File: src/rtl/jump_branch_pkg.sv
// Shared encodings for the flow-control sequencer and the main control unit.
package jump_branch_pkg;

  localparam logic [5:0] OP_RTYPE = 6'h00;
  localparam logic [5:0] OP_J     = 6'h02;
  localparam logic [5:0] OP_JAL   = 6'h03;
  localparam logic [5:0] OP_BEQ   = 6'h04;
  localparam logic [5:0] OP_BNE   = 6'h05;
  localparam logic [5:0] FN_JR    = 6'h08;
  localparam logic [5:0] FN_JALR  = 6'h09;

  typedef enum logic [1:0] {
    PCS_ALU    = 2'b00,
    PCS_ALUOUT = 2'b01,
    PCS_JUMP   = 2'b10,
    PCS_REGA   = 2'b11
  } pc_source_t;

  typedef enum logic [1:0] {
    DST_RT   = 2'b00,
    DST_RD   = 2'b01,
    DST_LINK = 2'b10
  } reg_dst_t;

  typedef enum logic [1:0] {
    M2R_ALUOUT = 2'b00,
    M2R_MDR    = 2'b01,
    M2R_PC     = 2'b10
  } mem_to_reg_t;

  typedef enum logic [1:0] {
    SRCB_REGB   = 2'b00,
    SRCB_FOUR   = 2'b01,
    SRCB_IMM_SH = 2'b11
  } alu_src_b_t;

  typedef enum logic [2:0] {
    ALU_ADD = 3'b000,
    ALU_SUB = 3'b001
  } alu_op_t;

  typedef enum logic [3:0] {
    S_IDLE    = 4'd0,
    S_J_EXEC  = 4'd1,
    S_LINK    = 4'd2,
    S_JR_EXEC = 4'd3,
    S_BR_CALC = 4'd4,
    S_BR_CMP  = 4'd5,
    S_DONE    = 4'd6
  } state_t;

  typedef struct packed {
    logic        pc_write;
    pc_source_t  pc_source;
    logic        reg_write;
    reg_dst_t    reg_dst_sel;
    mem_to_reg_t mem_to_reg_sel;
    logic        alu_src_a;
    alu_src_b_t  alu_src_b;
    alu_op_t     alu_op;
    logic        alu_out_write;
    logic        busy;
    logic        done;
    logic        illegal;
  } ctrl_t;

endpackage

File: src/rtl/jump_branch_sequencer.sv
// Multicycle sub-controller sequencing PC update and link write for J/JAL/JR/JALR/BEQ/BNE.
module jump_branch_sequencer
  import jump_branch_pkg::*;
#(
  parameter bit         SUPPORT_JALR = 1'b1,
  parameter logic [4:0] LINK_REG     = 5'd31
) (
  input  logic       clk,
  input  logic       reset,
  input  logic       start,
  input  logic [5:0] opcode,
  input  logic [5:0] funct,
  input  logic       zero,
  output logic       pc_write,
  output logic [1:0] pc_source,
  output logic       reg_write,
  output logic [1:0] reg_dst_sel,
  output logic [1:0] mem_to_reg_sel,
  output logic       alu_src_a,
  output logic [1:0] alu_src_b,
  output logic [2:0] alu_op,
  output logic       alu_out_write,
  output logic       busy,
  output logic       done,
  output logic       illegal,
  output logic [3:0] current_state
);

  // The link register index is consumed by the datapath mux; r0 would discard the link.
  if (LINK_REG == 5'd0) begin : g_link_reg_check
    $error("LINK_REG must not be r0");
  end

  state_t     state, nxt;
  logic [5:0] op_q, fn_q, op_d, fn_d;
  ctrl_t      ctrl_q, ctrl_d;
  logic       br_take;

  function automatic state_t dispatch(input logic [5:0] op, input logic [5:0] fn);
    state_t s;
    s = S_DONE;
    case (op)
      OP_J:           s = S_J_EXEC;
      OP_JAL:         s = S_LINK;
      OP_BEQ, OP_BNE: s = S_BR_CALC;
      OP_RTYPE: begin
        if (fn == FN_JR)                        s = S_JR_EXEC;
        else if (fn == FN_JALR && SUPPORT_JALR) s = S_LINK;
      end
      default:        s = S_DONE;
    endcase
    return s;
  endfunction

  // Outputs are decoded for the state being entered so they register in step with it.
  function automatic ctrl_t decode(input state_t s, input logic [5:0] op, input logic [5:0] fn);
    ctrl_t c;
    c = '0;
    c.busy = (s != S_IDLE);
    case (s)
      S_J_EXEC: begin
        c.pc_write  = 1'b1;
        c.pc_source = PCS_JUMP;
      end
      S_LINK: begin
        c.reg_write      = 1'b1;
        c.mem_to_reg_sel = M2R_PC;
        c.reg_dst_sel    = (op == OP_JAL) ? DST_LINK : DST_RD;
      end
      S_JR_EXEC: begin
        c.pc_write  = 1'b1;
        c.pc_source = PCS_REGA;
      end
      S_BR_CALC: begin
        c.alu_src_a     = 1'b0;
        c.alu_src_b     = SRCB_IMM_SH;
        c.alu_op        = ALU_ADD;
        c.alu_out_write = 1'b1;
      end
      S_BR_CMP: begin
        c.alu_src_a = 1'b1;
        c.alu_src_b = SRCB_REGB;
        c.alu_op    = ALU_SUB;
        c.pc_source = PCS_ALUOUT;
      end
      S_DONE: begin
        c.done    = 1'b1;
        c.illegal = (dispatch(op, fn) == S_DONE);
      end
      default: c = '0;
    endcase
    return c;
  endfunction

  always_comb begin
    nxt  = S_IDLE;
    op_d = op_q;
    fn_d = fn_q;
    case (state)
      S_IDLE: begin
        if (start) begin
          op_d = opcode;
          fn_d = funct;
          nxt  = dispatch(opcode, funct);
        end
      end
      S_LINK:                         nxt = (op_q == OP_JAL) ? S_J_EXEC : S_JR_EXEC;
      S_BR_CALC:                      nxt = S_BR_CMP;
      S_J_EXEC, S_JR_EXEC, S_BR_CMP:  nxt = S_DONE;
      default:                        nxt = S_IDLE;
    endcase
    ctrl_d = decode(nxt, op_d, fn_d);
  end

  always_ff @(posedge clk) begin
    if (reset) begin
      state  <= S_IDLE;
      op_q   <= '0;
      fn_q   <= '0;
      ctrl_q <= '0;
    end else begin
      state  <= nxt;
      op_q   <= op_d;
      fn_q   <= fn_d;
      ctrl_q <= ctrl_d;
    end
  end

  // The branch decision follows the ALU zero flag within the compare cycle.
  assign br_take = (state == S_BR_CMP) && (zero ^ (op_q == OP_BNE));

  assign pc_write       = ctrl_q.pc_write | br_take;
  assign pc_source      = ctrl_q.pc_source;
  assign reg_write      = ctrl_q.reg_write;
  assign reg_dst_sel    = ctrl_q.reg_dst_sel;
  assign mem_to_reg_sel = ctrl_q.mem_to_reg_sel;
  assign alu_src_a      = ctrl_q.alu_src_a;
  assign alu_src_b      = ctrl_q.alu_src_b;
  assign alu_op         = ctrl_q.alu_op;
  assign alu_out_write  = ctrl_q.alu_out_write;
  assign busy           = ctrl_q.busy;
  assign done           = ctrl_q.done;
  assign illegal        = ctrl_q.illegal;
  assign current_state  = state;

endmodule
File: config.mk
export PLATFORM = sky130hd
export DESIGN_NAME = jump_branch_sequencer
export DESIGN_NICKNAME = d
export VERILOG_FILES = /design/src/rtl/jump_branch_pkg.sv /design/src/rtl/jump_branch_sequencer.sv
export SDC_FILE = /design/constraint.sdc
export NUM_CORES = 1
export LEC_CHECK = 0
export ABC_AREA = 1
export ABC_CLOCK_PERIOD_IN_PS = 2000
export CAP_MARGIN = 10
export CORE_MARGIN = 5
export CORE_UTILIZATION = 30
export CTS_BUF_LIST = sky130_fd_sc_hd__clkbuf_8
export CTS_CLUSTER_SIZE = 24
export DETAILED_ROUTE_END_ITERATION = 6
export GPL_ROUTABILITY_DRIVEN = 0
export HOLD_SLACK_MARGIN = 0.06
export SETUP_SLACK_MARGIN = 0.02
export SYNTH_ARGS = -nofsm -noshare
export SYNTH_HDL_FRONTEND = slang
export SYNTH_SLANG_ARGS = --single-unit
File: constraint.sdc
create_clock -name clk -period 2 [get_ports clk]
set_input_delay 0.4 -clock clk [delete_from_list [all_inputs] [get_ports clk]]
set_output_delay 0.4 -clock clk [all_outputs]
set_load 0.05 [all_outputs]
==> summary by stage <==
Clocking
In this run the number of H-tree levels came out at 1. The CTS tree is done. The number of instances resized during post-cts repair is 0. Clock latency on the worst-skew pair, taken at its later pin, is approximately 0.27 ns. The tree is rooted in a clkbuf_8. After clock tree synthesis, the clock-pin slew on the worst setup and hold paths is ~0.090 ns.

The number of setup buffers added after CTS is 0. The number of clock buffers added by TritonCTS is 3. The tree built by TritonCTS fans out to 25 sinks. The count of hold-fix buffers inserted at cts is 0. The maximum clock insertion buffer count is 2.

STA
The highest achievable clock rate is around 530 MHz. Setup violations remaining at the end of the flow were counted as 0. The total count of max-transition violations in the final report came to 0. In this run the tightest slew margin relative to its limit is roughly two thirds. The minimum clock period is 1.89 ns.

Setup repair after global routing left no endpoint under its margin. For the final database, setup skew stands at ~0.0040 ns. The final clock period utilization by the worst path is between 90% and 100%. For the pin with the worst max-slew slack, the measured transition is approximately 0.50 ns. Setup slack on the critical path of the routed design comes to 0.107 ns.

The number of hold violations in the final report is 0.

Power
The worst ir drop on vdd is 0.000831 V. The total leakage power is 0.835 nW. The design draws about 2.8 mW. The areal power density over the cells is between 1500 and 2000 nW/um^2.

Placement
The number of port buffers is 33. The placed wire-length estimate after detailed placement is between 2000 and 2500 um. Before CTS, the worst setup slack after placement is -0.0729 ns.

Setup path
Grouping stages by cell kind, the critical path spends the most delay in buffers and inverters. Walking the worst path, the cells encountered are clkdlybuf4s50_1 > inv_1 > or2_4 > a31o_2 > buf_8. The type of element capturing the critical path is an output port. STA classifies the critical path startpoint as a primary input. The setup path with the least slack is of type in -> out. For this design, the slowest cell found on the critical path is clkdlybuf4s50_1. The required time of the critical path is ~1.6 ns.

Data arrives at the worst endpoint at around 1.5 ns. The maximum fanout count along the critical path is 2. In this design, the stage delay of the slowest critical-path cell is 0.45 ns. Counting both buffers and inverters, the worst setup path holds a total of 3.

Synthesis
The number of warning messages in the yosys log is 0. The post-synthesis sequential element count is 25. The post-synthesis area per instance is approximately 7 um^2. The cell area after synthesis is about 1300 um^2. Summing the sequential cell areas from Yosys gives 38.7% of the chip area. The netlist uses 30 different library cells.

The number of instances in the synthesized netlist is approximately 180.

Finish
The proportion of layout cells with a drive suffix above 1 is 21.8%. The fill cell instance count of the final layout is 435. The area added between synthesis and finish is 38.4%.

0 antenna diodes ended up in the layout. The net count reported at finish is 247.

Floorplanning
The die covers between 5000 and 6000 um^2. After floorplanning, the core was divided into 23 placement rows. For this configuration, the core starts out at a cell density of a little under a third. The count of boundary I/O pins is 38. The die is 75.6 um tall. The core region is just over 4000 um^2. The die outline width is around 76 um.

Routing
In the final routed layout, each cell accounts on average for ~11 um. The routed wire length is 2930 um. The count of antenna-violating nets left after detailed routing is 0. The number of violations reported at the end of detailed-routing iteration 0 is 77. The number of detailed-route iterations in the first pass is 4. After detailed routing, the number of remaining DRC violations is 0. The via-per-instance ratio is ~4.2. The overall via count from detail_route is approximately 1200.

Flow run
Across the run, the number of max-cap violations was 0.

Global routing
The largest net degree at the start of global routing is 15. The met1 routing resource usage after global routing is between 10 and 15%. The met2 layer usage reported by global route is between 15 and 20%. The global-route wire length before repair is 4730 um.

The initial antenna violation count was 0. The final global-route overflow total is 0. For this run, global-route usage on met3 was measured as between 1.5 and 2%. The combined global-route utilization of all metal layers is between 10% and 20%. The via count of the first global-routing pass is approximately 1100. After global routing, the most crowded layer is met2.

Status
The flow ran to the end, and the final reports show no timing, DRC or antenna violations.

Worst hold path
The path class of the lowest-slack min-delay path is reg -> reg.
where the power goes:
group	internal [mW]	leakage, nW	total (mW)	switching, mW
Combinational	0.647	0.604	1.73	1.09
Sequential	0.660	0.206	0.747	0.0878
Clock	0.139	0.0255	0.296	0.156
worst reg2reg max path, cell delays in order, from the launching register on:
cell,delay (ns)
dfxtp_1,0.45
nor2_2,0.08
nand2_1,0.19
o21ai_1,0.12
o21bai_2,0.21
ha_1,0.28
nand3_1,0.07
nand2_1,0.06
inv_1,0.03
state kept, by name, summed over array words and instances (netlist names):
signal and count:
alu_op 1, alu_src_b 1, current_state 3, done 1, alu_out_write 1, illegal 1
op_q 6, busy 1, reg_dst_sel 2, ctrl_q 1, fn_q 5, reg_write 1
pc_source 1
logic make-up (layout without fill, tap and decap cells):
kind of cell             count (synthesis)  after routing  share of synthesized area, %
adder cells (fa/ha/maj)                  1              1                         0.968
other                                    1              4                         0.290
flip-flops                              25             25                          38.7
AO/OA/AOI/OAI                           18             18                          8.81
AND/OR/NAND/NOR                        101            101                          37.0
buffers and inverters                   38             80                          14.2
final cells by class:
| cell class | count | area, um^2 | area share, % |
|---|---|---|---|
| sequential | 25 | 502 | 28.0 |
| clock buffer | 3 | 41.3 | 2.31 |
| timing repair buffer | 49 | 450 | 25.2 |
| inverter | 27 | 101 | 5.66 |
| multi-input combinational | 124 | 627 | 35.0 |
| tap | 50 | 62.6 | 3.50 |
| clock inverter | 1 | 5.00 | 0.280 |
placed cells by master, fill, tap and decap left out, drive strengths merged:
master,count
nand2,38
nor2,34
clkdlybuf4s50,30
inv,26
dfxtp,25
buf,19
nand3,14
o21ai,11
nor3,5
a21oi,4
conb,4
nand4,4
clkbuf,3
or2,3
and2,3
clkinv,2
o21bai,1
a31o,1
o211ai,1
ha,1
synth_stat cells:
cell type / instances / area (um^2)
nand2_1: 36 / 135
nor2_1: 27 / 101
dfxtp_1: 25 / 500
inv_1: 24 / 90.1
nand3_1: 11 / 55.1
buf_4: 7 / 52.6
nor2_2: 7 / 43.8
o21ai_0: 6 / 30.0
a21oi_1: 4 / 20.0
nor3_1: 4 / 20.0
nand3_2: 3 / 30.0
nand4_1: 3 / 18.8
o21ai_2: 3 / 26.3
and2_1: 2 / 12.5
buf_6: 2 / 22.5
clkbuf_1: 2 / 7.51
inv_2: 2 / 7.51
nand2_2: 2 / 12.5
o21ai_1: 2 / 10.0
or2_1: 2 / 12.5
a31o_2: 1 / 8.76
and2_2: 1 / 7.51
clkinv_1: 1 / 3.75
conb_1: 1 / 3.75
ha_1: 1 / 12.5
nand4_2: 1 / 12.5
nor3_2: 1 / 10.0
o211ai_1: 1 / 7.51
o21bai_2: 1 / 11.3
or2_2: 1 / 6.26
layer usage:
layer	up-vias	share of wire, %
li1	650	-
met1	511	47
met2	21	48
met3	2	3.7
met4	0	0.61
met5	-	0
stage by stage:
stage               std cells  hold slack, ns  cell area, um^2  setup TNS [ns]  utilization [%]
floorplan                 187           0.446             1300               0                -
global placement          275           0.455             1730          -0.118             42.3
detailed placement        275           0.460             1730          -0.115             42.3
CTS                       279           0.474             1770               0             43.4
global route              279           0.512             1790               0             43.8
finish                    279           0.473             1790               0             43.8
final timing paths:
check | from | endpoint | slack (ns) | cells after the start
max | zero | pc_write | 0.11 | 5
min | fn_q[4]$_SDFF_PP0_ | fn_q[4]$_SDFF_PP0_ | 0.47 | 2
max reg2reg | current_state[0]$_SDFF_PP0_ | busy$_SDFF_PP0_ | 0.42 | 8
min reg2reg | fn_q[4]$_SDFF_PP0_ | fn_q[4]$_SDFF_PP0_ | 0.47 | 2
No activity file was read; power rests on OpenSTA's default activity.
